<file path="config.mk">
export PLATFORM = sky130hd
export DESIGN_NAME = snitch_tcdm_responder
export DESIGN_NICKNAME = d
export VERILOG_FILES = /design/src/rtl/snitch_pkg.sv /design/src/rtl/fifo_v3.sv /design/src/rtl/snitch_tcdm_responder.sv
export SDC_FILE = /design/constraint.sdc
export NUM_CORES = 1
export LEC_CHECK = 0
export ABC_AREA = 1
export CORE_MARGIN = 5
export CORE_UTILIZATION = 25
export CTS_CLUSTER_DIAMETER = 40
export DETAILED_ROUTE_END_ITERATION = 10
export GPL_ROUTABILITY_DRIVEN = 0
export GPL_TIMING_DRIVEN = 0
export MAX_ROUTING_LAYER = met4
export PLACE_DENSITY_LB_ADDON = 0.15
export REMOVE_ABC_BUFFERS = 1
export SYNTH_ARGS = -nofsm -noshare
export SYNTH_HDL_FRONTEND = slang
export SYNTH_SLANG_ARGS = --single-unit
export TNS_END_PERCENT = 1
</file>
<file path="constraint.sdc">
create_clock -name clk_i -period 3.9 [get_ports clk_i]
set_input_delay 0.39 -clock clk_i [delete_from_list [all_inputs] [get_ports clk_i]]
set_output_delay 0.39 -clock clk_i [all_outputs]
set_load 0.1 [all_outputs]
</file>
<file path="src/rtl/snitch_pkg.sv">
// Shared types for the Snitch data request/response interface and the TCDM responder.
package snitch_pkg;

  localparam int unsigned IdWidth = 6;

  typedef enum logic [3:0] {
    AmoNone = 4'd0,
    AmoSwap = 4'd1,
    AmoAdd  = 4'd2,
    AmoAnd  = 4'd3,
    AmoOr   = 4'd4,
    AmoXor  = 4'd5,
    AmoMax  = 4'd6,
    AmoMaxu = 4'd7,
    AmoMin  = 4'd8,
    AmoMinu = 4'd9,
    AmoLR   = 4'd10,
    AmoSC   = 4'd11
  } amo_op_e;

  typedef struct packed {
    logic [31:0]        addr;
    logic [IdWidth-1:0] id;
    amo_op_e            amo;
    logic               write;
    logic [31:0]        data;
    logic [3:0]         strb;
  } dreq_t;

  typedef struct packed {
    logic [31:0]        data;
    logic [IdWidth-1:0] id;
    logic               write;
    logic               error;
  } dresp_t;

  typedef enum logic [0:0] {Idle, AmoWrite} resp_state_e;

  function automatic logic is_rmw(input amo_op_e op);
    return (op >= AmoSwap) && (op <= AmoMinu);
  endfunction

  // Codes 12..15 have no defined operation.
  function automatic logic is_unsupported(input amo_op_e op);
    return 4'(op) > 4'(AmoSC);
  endfunction

endpackage

</file>
<file path="src/rtl/fifo_v3.sv">
// Small circular FIFO with optional fall-through; synchronous active-high reset.
module fifo_v3 #(
  parameter bit          FALL_THROUGH = 1'b0,
  parameter int unsigned DEPTH        = 2,
  parameter type         dtype        = logic,
  parameter int unsigned CntWidth     = $clog2(DEPTH + 1)
) (
  input  logic                clk_i,
  input  logic                rst_i,
  input  logic                flush_i,
  output logic                full_o,
  output logic                empty_o,
  output logic [CntWidth-1:0] usage_o,
  input  dtype                data_i,
  input  logic                push_i,
  output dtype                data_o,
  input  logic                pop_i
);
  localparam int unsigned PtrWidth = (DEPTH > 1) ? $clog2(DEPTH) : 1;

  dtype                mem_q [DEPTH];
  logic [PtrWidth-1:0] rd_ptr_q, rd_ptr_d, wr_ptr_q, wr_ptr_d;
  logic [CntWidth-1:0] cnt_q, cnt_d;
  logic                bypass, do_push, do_pop;

  function automatic logic [PtrWidth-1:0] incr(input logic [PtrWidth-1:0] p);
    return (p == PtrWidth'(DEPTH - 1)) ? '0 : p + PtrWidth'(1);
  endfunction

  always_comb begin
    bypass   = FALL_THROUGH && (cnt_q == '0) && push_i;
    full_o   = (cnt_q == CntWidth'(DEPTH));
    empty_o  = (cnt_q == '0) && !bypass;
    usage_o  = cnt_q;
    data_o   = bypass ? data_i : mem_q[rd_ptr_q];
    // A bypassed element consumed in the same cycle never touches storage.
    do_push  = push_i && !full_o && !(bypass && pop_i);
    do_pop   = pop_i && !empty_o && !bypass;
    wr_ptr_d = do_push ? incr(wr_ptr_q) : wr_ptr_q;
    rd_ptr_d = do_pop ? incr(rd_ptr_q) : rd_ptr_q;
    cnt_d    = cnt_q;
    if (do_push && !do_pop)      cnt_d = cnt_q + CntWidth'(1);
    else if (!do_push && do_pop) cnt_d = cnt_q - CntWidth'(1);
  end

  always_ff @(posedge clk_i) begin
    if (rst_i || flush_i) begin
      rd_ptr_q <= '0;
      wr_ptr_q <= '0;
      cnt_q    <= '0;
    end else begin
      rd_ptr_q <= rd_ptr_d;
      wr_ptr_q <= wr_ptr_d;
      cnt_q    <= cnt_d;
    end
  end

  always_ff @(posedge clk_i) begin
    if (do_push) mem_q[wr_ptr_q] <= data_i;
  end

endmodule

</file>
<file path="src/rtl/snitch_tcdm_responder.sv">
// TCDM bank responder: serves loads/stores, LR/SC and read-modify-write AMOs
// on one single-port SRAM and returns in-order responses tagged with the request id.
module snitch_tcdm_responder
  import snitch_pkg::*;
#(
  parameter int unsigned NumWords     = 1024,
  parameter int unsigned RespDepth    = 2,
  parameter int unsigned MemAddrWidth = $clog2(NumWords)
) (
  input  logic                    clk_i,
  input  logic                    rst_i,
  input  dreq_t                   req_i,
  input  logic                    req_valid_i,
  output logic                    req_ready_o,
  output dresp_t                  resp_o,
  output logic                    resp_valid_o,
  input  logic                    resp_ready_i,
  output logic                    mem_req_o,
  output logic                    mem_we_o,
  output logic [MemAddrWidth-1:0] mem_addr_o,
  output logic [31:0]             mem_wdata_o,
  output logic [3:0]              mem_be_o,
  input  logic [31:0]             mem_rdata_i
);
  localparam int unsigned CntWidth = $clog2(RespDepth + 1);

  resp_state_e             state_q, state_d;
  dreq_t                   req_q, req_d;
  logic                    inflight_q, inflight_d;
  logic                    sc_ok_q, sc_ok_d;
  logic                    resv_valid_q, resv_valid_d;
  logic [MemAddrWidth-1:0] resv_addr_q, resv_addr_d;
  logic [MemAddrWidth-1:0] in_waddr, q_waddr;
  logic [CntWidth-1:0]     usage;
  logic [31:0]             amo_res;
  dresp_t                  resp_push;
  logic                    hs, sc_ok, push, q_full, q_empty, is_store;
  logic                    unused_bits;

  assign in_waddr = req_i.addr[MemAddrWidth+1:2];
  assign q_waddr  = req_q.addr[MemAddrWidth+1:2];
  assign sc_ok    = resv_valid_q && (resv_addr_q == in_waddr);
  assign is_store = (req_i.amo == AmoNone) && req_i.write;
  // Counting the in-flight request keeps the queue from ever overflowing.
  assign req_ready_o = !rst_i && (state_q == Idle) &&
                       ((32'(usage) + 32'(inflight_q)) < RespDepth);
  assign hs   = req_valid_i && req_ready_o;
  assign push = inflight_q && !rst_i;

  always_comb begin
    amo_res = mem_rdata_i;
    unique case (req_q.amo)
      AmoSwap: amo_res = req_q.data;
      AmoAdd:  amo_res = mem_rdata_i + req_q.data;
      AmoAnd:  amo_res = mem_rdata_i & req_q.data;
      AmoOr:   amo_res = mem_rdata_i | req_q.data;
      AmoXor:  amo_res = mem_rdata_i ^ req_q.data;
      AmoMax:  amo_res = ($signed(mem_rdata_i) > $signed(req_q.data)) ? mem_rdata_i : req_q.data;
      AmoMaxu: amo_res = (mem_rdata_i > req_q.data) ? mem_rdata_i : req_q.data;
      AmoMin:  amo_res = ($signed(mem_rdata_i) < $signed(req_q.data)) ? mem_rdata_i : req_q.data;
      AmoMinu: amo_res = (mem_rdata_i < req_q.data) ? mem_rdata_i : req_q.data;
      default: amo_res = mem_rdata_i;
    endcase
  end

  always_comb begin
    state_d      = state_q;
    req_d        = req_q;
    inflight_d   = 1'b0;
    sc_ok_d      = sc_ok_q;
    resv_valid_d = resv_valid_q;
    resv_addr_d  = resv_addr_q;
    mem_req_o    = 1'b0;
    mem_we_o     = 1'b0;
    mem_addr_o   = in_waddr;
    mem_wdata_o  = req_i.data;
    mem_be_o     = 4'hF;
    unique case (state_q)
      Idle: begin
        if (hs) begin
          req_d      = req_i;
          inflight_d = 1'b1;
          sc_ok_d    = sc_ok;
          mem_req_o  = 1'b1;
          if (is_store) begin
            mem_we_o = 1'b1;
            mem_be_o = req_i.strb;
            if (in_waddr == resv_addr_q) resv_valid_d = 1'b0;
          end
          if (req_i.amo == AmoSC) begin
            mem_we_o     = sc_ok;
            resv_valid_d = 1'b0;
          end
          if (req_i.amo == AmoLR) begin
            resv_valid_d = 1'b1;
            resv_addr_d  = in_waddr;
          end
          if (is_rmw(req_i.amo)) state_d = AmoWrite;
        end
      end
      AmoWrite: begin
        state_d     = Idle;
        mem_req_o   = !rst_i;
        mem_we_o    = !rst_i;
        mem_addr_o  = q_waddr;
        mem_wdata_o = amo_res;
        if (q_waddr == resv_addr_q) resv_valid_d = 1'b0;
      end
    endcase
  end

  always_comb begin
    resp_push      = '0;
    resp_push.id   = req_q.id;
    resp_push.data = mem_rdata_i;
    if ((req_q.amo == AmoNone) && req_q.write) begin
      resp_push.write = 1'b1;
      resp_push.data  = '0;
    end else if (req_q.amo == AmoSC) begin
      resp_push.data = {31'd0, ~sc_ok_q};
    end else if (is_unsupported(req_q.amo)) begin
      resp_push.error = 1'b1;
    end
  end

  always_ff @(posedge clk_i) begin
    if (rst_i) begin
      state_q      <= Idle;
      req_q        <= '0;
      inflight_q   <= 1'b0;
      sc_ok_q      <= 1'b0;
      resv_valid_q <= 1'b0;
      resv_addr_q  <= '0;
    end else begin
      state_q      <= state_d;
      req_q        <= req_d;
      inflight_q   <= inflight_d;
      sc_ok_q      <= sc_ok_d;
      resv_valid_q <= resv_valid_d;
      resv_addr_q  <= resv_addr_d;
    end
  end

  fifo_v3 #(
    .FALL_THROUGH(1'b1),
    .DEPTH       (RespDepth),
    .dtype       (dresp_t)
  ) i_resp_queue (
    .clk_i  (clk_i),
    .rst_i  (rst_i),
    .flush_i(1'b0),
    .full_o (q_full),
    .empty_o(q_empty),
    .usage_o(usage),
    .data_i (resp_push),
    .push_i (push),
    .data_o (resp_o),
    .pop_i  (resp_ready_i)
  );

  assign resp_valid_o = !q_empty;

  assign unused_bits = ^{req_i.addr[31:MemAddrWidth+2], req_i.addr[1:0],
                         req_q.addr[31:MemAddrWidth+2], req_q.addr[1:0], req_q.strb, q_full};

endmodule
</file>
* Yosys cells after proc, flatten, opt, wreduce, memory -nomap -nowiden *
Memory sizes are Yosys's and may differ from the RTL's. A register that Yosys moved wholly into a read port is not among the register bits.
Cells that the tools add are included.

storage, ports and cells
  register bits = 73
  bits of input ports = 115
  memory bits (writable) = 80
  memories = 1

cells by class
  bitwise gates (word level) = 5
  order comparisons = 8
  equality and inequality tests = 20
  add/sub/neg operators = 6
  muxes and demuxes = 41
  reductions and logical operators = 32

memory list
  memory              words  width  read ports  clocked after Yosys merged registers in  write ports  line           RTL
  i_resp_queue.mem_q  2      40     1           1                                        1            fifo_v3.sv:21  dtype mem_q [DEPTH];

operator list
  cell                                                               number
  case mux 32 bit (9 select lines)                                   1
  2-to-1 mux 32 bit                                                  7
  greater-than comparator 32 bit                                     2
  < comparator 32 bit                                                2
  2-to-1 mux 40 bit                                                  1
  adder 32 bit                                                       1
  AND 32 bit                                                         1
  bitwise OR 32 bit                                                  1
  XOR 32 bit                                                         1
  == test 10 bit                                                     3
  2-to-1 mux 1 bit                                                   22
  == test 4 bit, second input constant                               5
  logical AND 1 bit                                                  17
  == test 4 x 3 -> 1 bit, second input constant                      4
  2-to-1 mux 4 bit                                                   3
  2-to-1 mux 10 bit                                                  1
  == test 4 x 2 -> 1 bit, second input constant                      2
  logical NOT 4 bit                                                  2
  case mux 1 bit (2 select lines)                                    4
  logical NOT 1 bit                                                  7
  == test 4 x 1 -> 1 bit, second input constant                      1
  greater-or-equal comparator 4 x 1 -> 1 bit, second input constant  1
  greater-than comparator 4 bit, second input constant               1
  <= comparator 4 bit, second input constant                         1
  18 further kinds                                                   21

* Depth between registers and ports, before layout *
  depth after elaboration = 11
  depth in mapped cells = 22

* Cells and area by module *
From an unflattened synthesis, not the netlist that was laid out.

unflattened totals
  cells, all modules = 2151
  area total of the unflattened synthesis = 13739.4 um^2

by module, submodules not included
  module                 instances  cells each  seq. area each (um^2)  area each (um^2)
  snitch_tcdm_responder  1          1815        1341.3                 10134.7
  fifo_v3                1          336         2502.4                 3604.7

* Least setup slack after synthesis *
No wires, ideal clock.

  kind = input-to-output
  from = input rst_i
  to = output mem_we_o
  arrival time = 8.487 ns
  buffers on the path = 1
  stages = 6
  required time = 3.510 ns
  path slack = -4.977 ns
  cells stage by stage = a2111oi_0 nand2_1 clkbuf_1 inv_1 nand2_1 o21ai_0

on the way
  word-level cells in the longest chain between the ends = 6

ends and longest elaborated chain
  what                               line                                                       RTL
  from (decl)                        snitch_tcdm_responder.sv:11                                input logic rst_i,
  logical NOT 1 bit *                snitch_tcdm_responder.sv:45, snitch_tcdm_responder.sv:104
  logical AND 1 bit (2 in series)    snitch_tcdm_responder.sv:45                                assign req_ready_o = !rst_i && (state_q == Idle) &&
  logical AND 1 bit                  snitch_tcdm_responder.sv:47                                assign hs = req_valid_i && req_ready_o;
  2-to-1 mux 1 bit                   snitch_tcdm_responder.sv:80                                if (hs) begin
  case mux 1 bit (2 select lines) *  snitch_tcdm_responder.sv:78                                unique case (state_q)
  to (decl)                          snitch_tcdm_responder.sv:19                                output logic mem_we_o,

Every way passes the cells marked *; elsewhere a longest branch is shown, timed or not.

* Worst setup path in the final report *
  from = input mem_rdata_i[25]
  to = output mem_wdata_o[30]

on the way
  word-level cells in the longest chain between the ends = 4
  elaborated cells on any way between the ends = 11
  those cells by class = 1 x add/sub; 4 x order compare; 6 x mux

ends and longest elaborated chain
  what                                               line                         RTL
  from (decl)                                        snitch_tcdm_responder.sv:23  input logic [31:0] mem_rdata_i
  < comparator 32 bit, or another cell as far along  snitch_tcdm_responder.sv:61  AmoMinu: amo_res = (mem_rdata_i < req_q.data) ? mem_rdata_i : req_q.data;
  2-to-1 mux 32 bit (on tied branches)               --
  case mux 32 bit (9 select lines) *                 snitch_tcdm_responder.sv:52  unique case (req_q.amo)
  2-to-1 mux 32 bit *                                snitch_tcdm_responder.sv:78
  to (decl)                                          snitch_tcdm_responder.sv:21  output logic [31:0] mem_wdata_o,

Marks and branches as above.

==> metrics.md <==
| Metric | Value |
|---|---|
| Seq/Total Area, Yosys | 28.18% |
| Root Buffer | clkbuf_16 |
| Crit-path max FO | 9 |
| Crit-path cells | clkdlybuf4s50_1 -> inv_2 -> ha_4 -> nor2_1 -> o21ai_0 -> nand2_1 -> nand2_1 -> nand2_1 -> a21oi_4 -> buf_12 -> nand2_8 -> nand2_8 -> nand2_8 -> buf_12 -> buf_12 -> nand3_1 -> nand2_1 -> nor2_1 -> nand3_1 -> nand2_1 -> nand2_1 -> buf_8 |
| Die height | 243.6 um |
| Critical Path AT | 3.53 ns |
| Prevailing post-synth register cell | edfxtp_1 |
| Synth Cell Area | 13640 um^2 |
| Startpoint types | input pin |
| Highest cell delay on the worst timing path | 0.57 ns |
| DP HPWL | 40.73 mm |
| Clk_skew | 0.01535 ns |
| Netlist cell types | 47 |
| Setup Viol. Count Final | 4 |
| Crit path launch | mem_rdata_i[25] |
| Clock slew at the register clock pins of the worst setup and hold paths | 0.07 ns |
| Iteration-0 DRC Markers | 1285 |
| Failing checks | negative setup slack |
| Reg2Reg Capture Point | resv_addr_q[3] |
| Layout Nets | 2506 |
| Die Wd | 243.6 um |
| Num ports | 205 |
| Final cell count without fillers | 3007 |
| CTS Sinks | 152 |
| Post-synth EDFFs | 80 |
| Clock Tree Buf Depth | 2 |
| DR vias | 15460 |
| Min-delay worst type | register to register |
| Largest delay share family, worst path | buffers and inverters |
| Vias per cell | 5.141 |
| Antenna Nets Post-Route | 0 |
| GRT Residual Overflow | 0 |
| Clk_lat worst skew | 0.50 ns |
| P&R area growth vs syn | 33.43% |
| Port-buffer cells | 182 |
| Maximum VDD drop | 0.3310 mV |
| Max_cap viols | 0 |
| Worst slew pin tran | 1.026 ns |
| FF-to-FF Start | state_q |
| P_leak | 7.679 nW |
| Crit path time final | 3.919 ns |
| CTS Hold Bufs | 0 |
| Routed WL | 62.25 mm |
| Die area | 59320 um^2 |
| First-pass GRT wire length | 91.20 mm |
| Pwr dens | 456.7 nW/um^2 |
| Worst R2R Setup Slack | 0.64 ns |
| Hold path start | i_resp_queue.rd_ptr_q |
| Syn. warnings | 0 |
| Initial antenna violation count | 5 |
| Final setup margin | -0.01917 ns |
| Synth Area per Inst | 6.340 um^2 |
| Htree depth | 4 |
| Drt drc | 0 |
| Worst rel slew slack | 31.84% |
| Routed len/inst | 20.70 um |
| Vias in the first global route | 14420 |
| CP Class | input pin to output pin |
| Status | complete, but fails checks |
| Seq cells post-synth | 152 |
| Kind of end point of the critical path | output pin |
| Layout cells sized above 1 | 13.70% |
| Final Max Slew Viols | 0 |
| Synth Instances | 2151 |
| Worst Hold Depth | 1 |
| Placed cell count | 2919 |
| Total CTS buffers | 17 |
| Largest net degree at the start of global routing | 77 |
| Most frequent CP cell | nand2_1 |
| R2R cell count | 7 |
| Core area | 53920 um^2 |
| First drt pass iteration count | 5 |
| Hold Vio Cnt, Final | 0 |
| Final worst path period share | 100.5% |
| Max frequency | 0.2552 GHz |
| CP bufs+invs | 6 |
| Core Rows | 85 |
| RSZ-0062 raised after global routing | yes |
| Pwr Total | 8.312 mW |
| Critical Path Slowest Stage Cell | clkdlybuf4s50_1 |
| All-Layer GR Usage | 20.54% |
| CTS tree | yes |
| Worst EP required | 3.51 ns |
| Initial Util | 25.29% |
| Post-synth ARST share | 0% |
## what timing repair did
action                                  CTS  global route
cloned                                   12             3
pin swaps                                13             6
setup buffers                            30             6
endpoints found under the setup margin   95            63
resized for setup                       505            88
## metal layers
metal / GRT usage [%] / wire [um] / share of wire, % / vias to the layer above
met1: 26.04 / 27280 / 44 / 7247
met2: 32.86 / 28840 / 46 / 561
li1: - / - / - / 7528
met3: 3.441 / 3775 / 6.1 / 124
met5: - / 0 / 0 / -
met4: 8.098 / 2354 / 3.8 / 0
## worst max-delay path by stage
stage | slack [ns] | depth (start not counted) | to
2_1_floorplan | -7.83 | 5 | mem_we_o
3_3_place_gp | -4.42 | 16 | mem_wdata_o[21]
3_5_place_dp | -3.83 | 18 | mem_wdata_o[22]
4_1_cts | -0.13 | 13 | mem_wdata_o[23]
5_1_grt | -0.18 | 20 | mem_wdata_o[30]
6_report | -0.02 | 22 | mem_wdata_o[30]
## synth_stat cells, types with 2 or more instances
cell type,number,area (um^2)
mux2i_1,3,30.03
inv_1,230,863.3
a221oi_1,7,61.31
buf_4,3,22.52
a211oi_1,14,105.1
o21ai_0,192,960.9
clkbuf_1,92,345.3
edfxtp_1,80,2402
inv_2,2,7.510
buf_1,8,30.03
xor2_1,3,26.28
a21o_1,2,15.01
nor3_1,46,230.2
ha_1,97,1214
o31ai_1,2,15.01
o211ai_1,17,127.6
o21ai_1,5,25.02
or2_2,6,37.54
buf_2,20,100.1
a2111oi_0,7,61.31
o221ai_1,10,87.58
nand2_1,511,1918
nor4_1,8,50.05
dfxtp_1,72,1441
and3_1,2,12.51
nand4_1,12,75.07
o21a_1,5,37.54
nand3_1,251,1256
o21bai_1,9,67.56
xnor2_1,5,43.79
nor2_1,208,780.8
o22ai_1,10,62.56
a21oi_1,198,991.0
## metrics by stage
step | area (um^2) | TNS (ns) | util (%) | worst slack, ns | hold WS [ns]
finish | 18200 | -0.03874 | 33.75 | -0.01917 | 0.4473
CTS | 17880 | -0.9101 | 33.17 | -0.1306 | 0.4458
floorplan | 13140 | -485.10 | - | -7.830 | 0.4256
global route | 18200 | -4.353 | 33.75 | -0.1810 | 0.4607
global placement | 15830 | -682.62 | 29.36 | -4.418 | 0.4369
detailed placement | 16220 | -139.14 | 30.09 | -3.829 | 0.4341
## state kept, by name, summed over array words and instances (netlist names), named ones only
| name | count |
|---|---|
| inflight_q | 1 |
| i_resp_queue.rd_ptr_q | 1 |
| i_resp_queue.usage_o | 2 |
| state_q | 1 |
| i_resp_queue.wr_ptr_q | 1 |
| q_waddr | 10 |
| i_resp_queue.mem_q | 80 |
| resv_valid_q | 1 |
| req_q | 43 |
| sc_ok_q | 1 |
| resv_addr_q | 10 |
## cell type report
cell class	count	area [um^2]
Fill cell	5789	35720
Multi-Input combinational cell	1653	9228
Sequential cell	152	3864
Timing Repair Buffer	232	2713
Inverter	233	894.6
Tap cell	696	870.8
Clock buffer	20	457.9
Clock inverter	12	130.1
Timing Repair inverter	4	27.53
Antenna cell	5	12.51
## cell usage in the layout (no fill, tap or decap), types with 8 or more instances in the layout
cell and instances:
buf_8 13, clkdlybuf4s50_1 73, buf_4 23, nor3_1 44, a21oi_1 192, o21ai_1 8, dlygate4sd2_1 32, o211ai_1 17
buf_6 16, nor2_1 195, o221ai_1 10, nand2_4 8, inv_1 182, a211oi_1 14, nand2_2 8, inv_2 46
dfxtp_1 60, ha_1 67, dfxtp_2 10, o22ai_1 10, ha_4 23, nor2_4 10, nand3_1 247, edfxtp_1 80
nand2_8 11, nand4_1 12, clkbuf_16 18, o21ai_0 188, buf_12 23, nand2_1 495, clkdlybuf4s15_2 34
## power breakdown
part,switching (mW),internal [mW]
Combinational,3.30,1.32
Sequential,0.141,1.81
Clock,0.812,0.936
## kinds of logic (layout without fill, tap and decap cells)
kind of cell,Yosys count,after routing,synth area share [%]
xor+xnor,8,8,0.5138
other cells,0,5,0
flops,152,152,28.18
mux,4,4,0.3028
compound gates,482,482,19.48
fa+ha+maj,98,98,9.046
buf+inv,356,501,10.06
simple gates,1051,1061,32.41
Power figures use the tool's default switching activity.
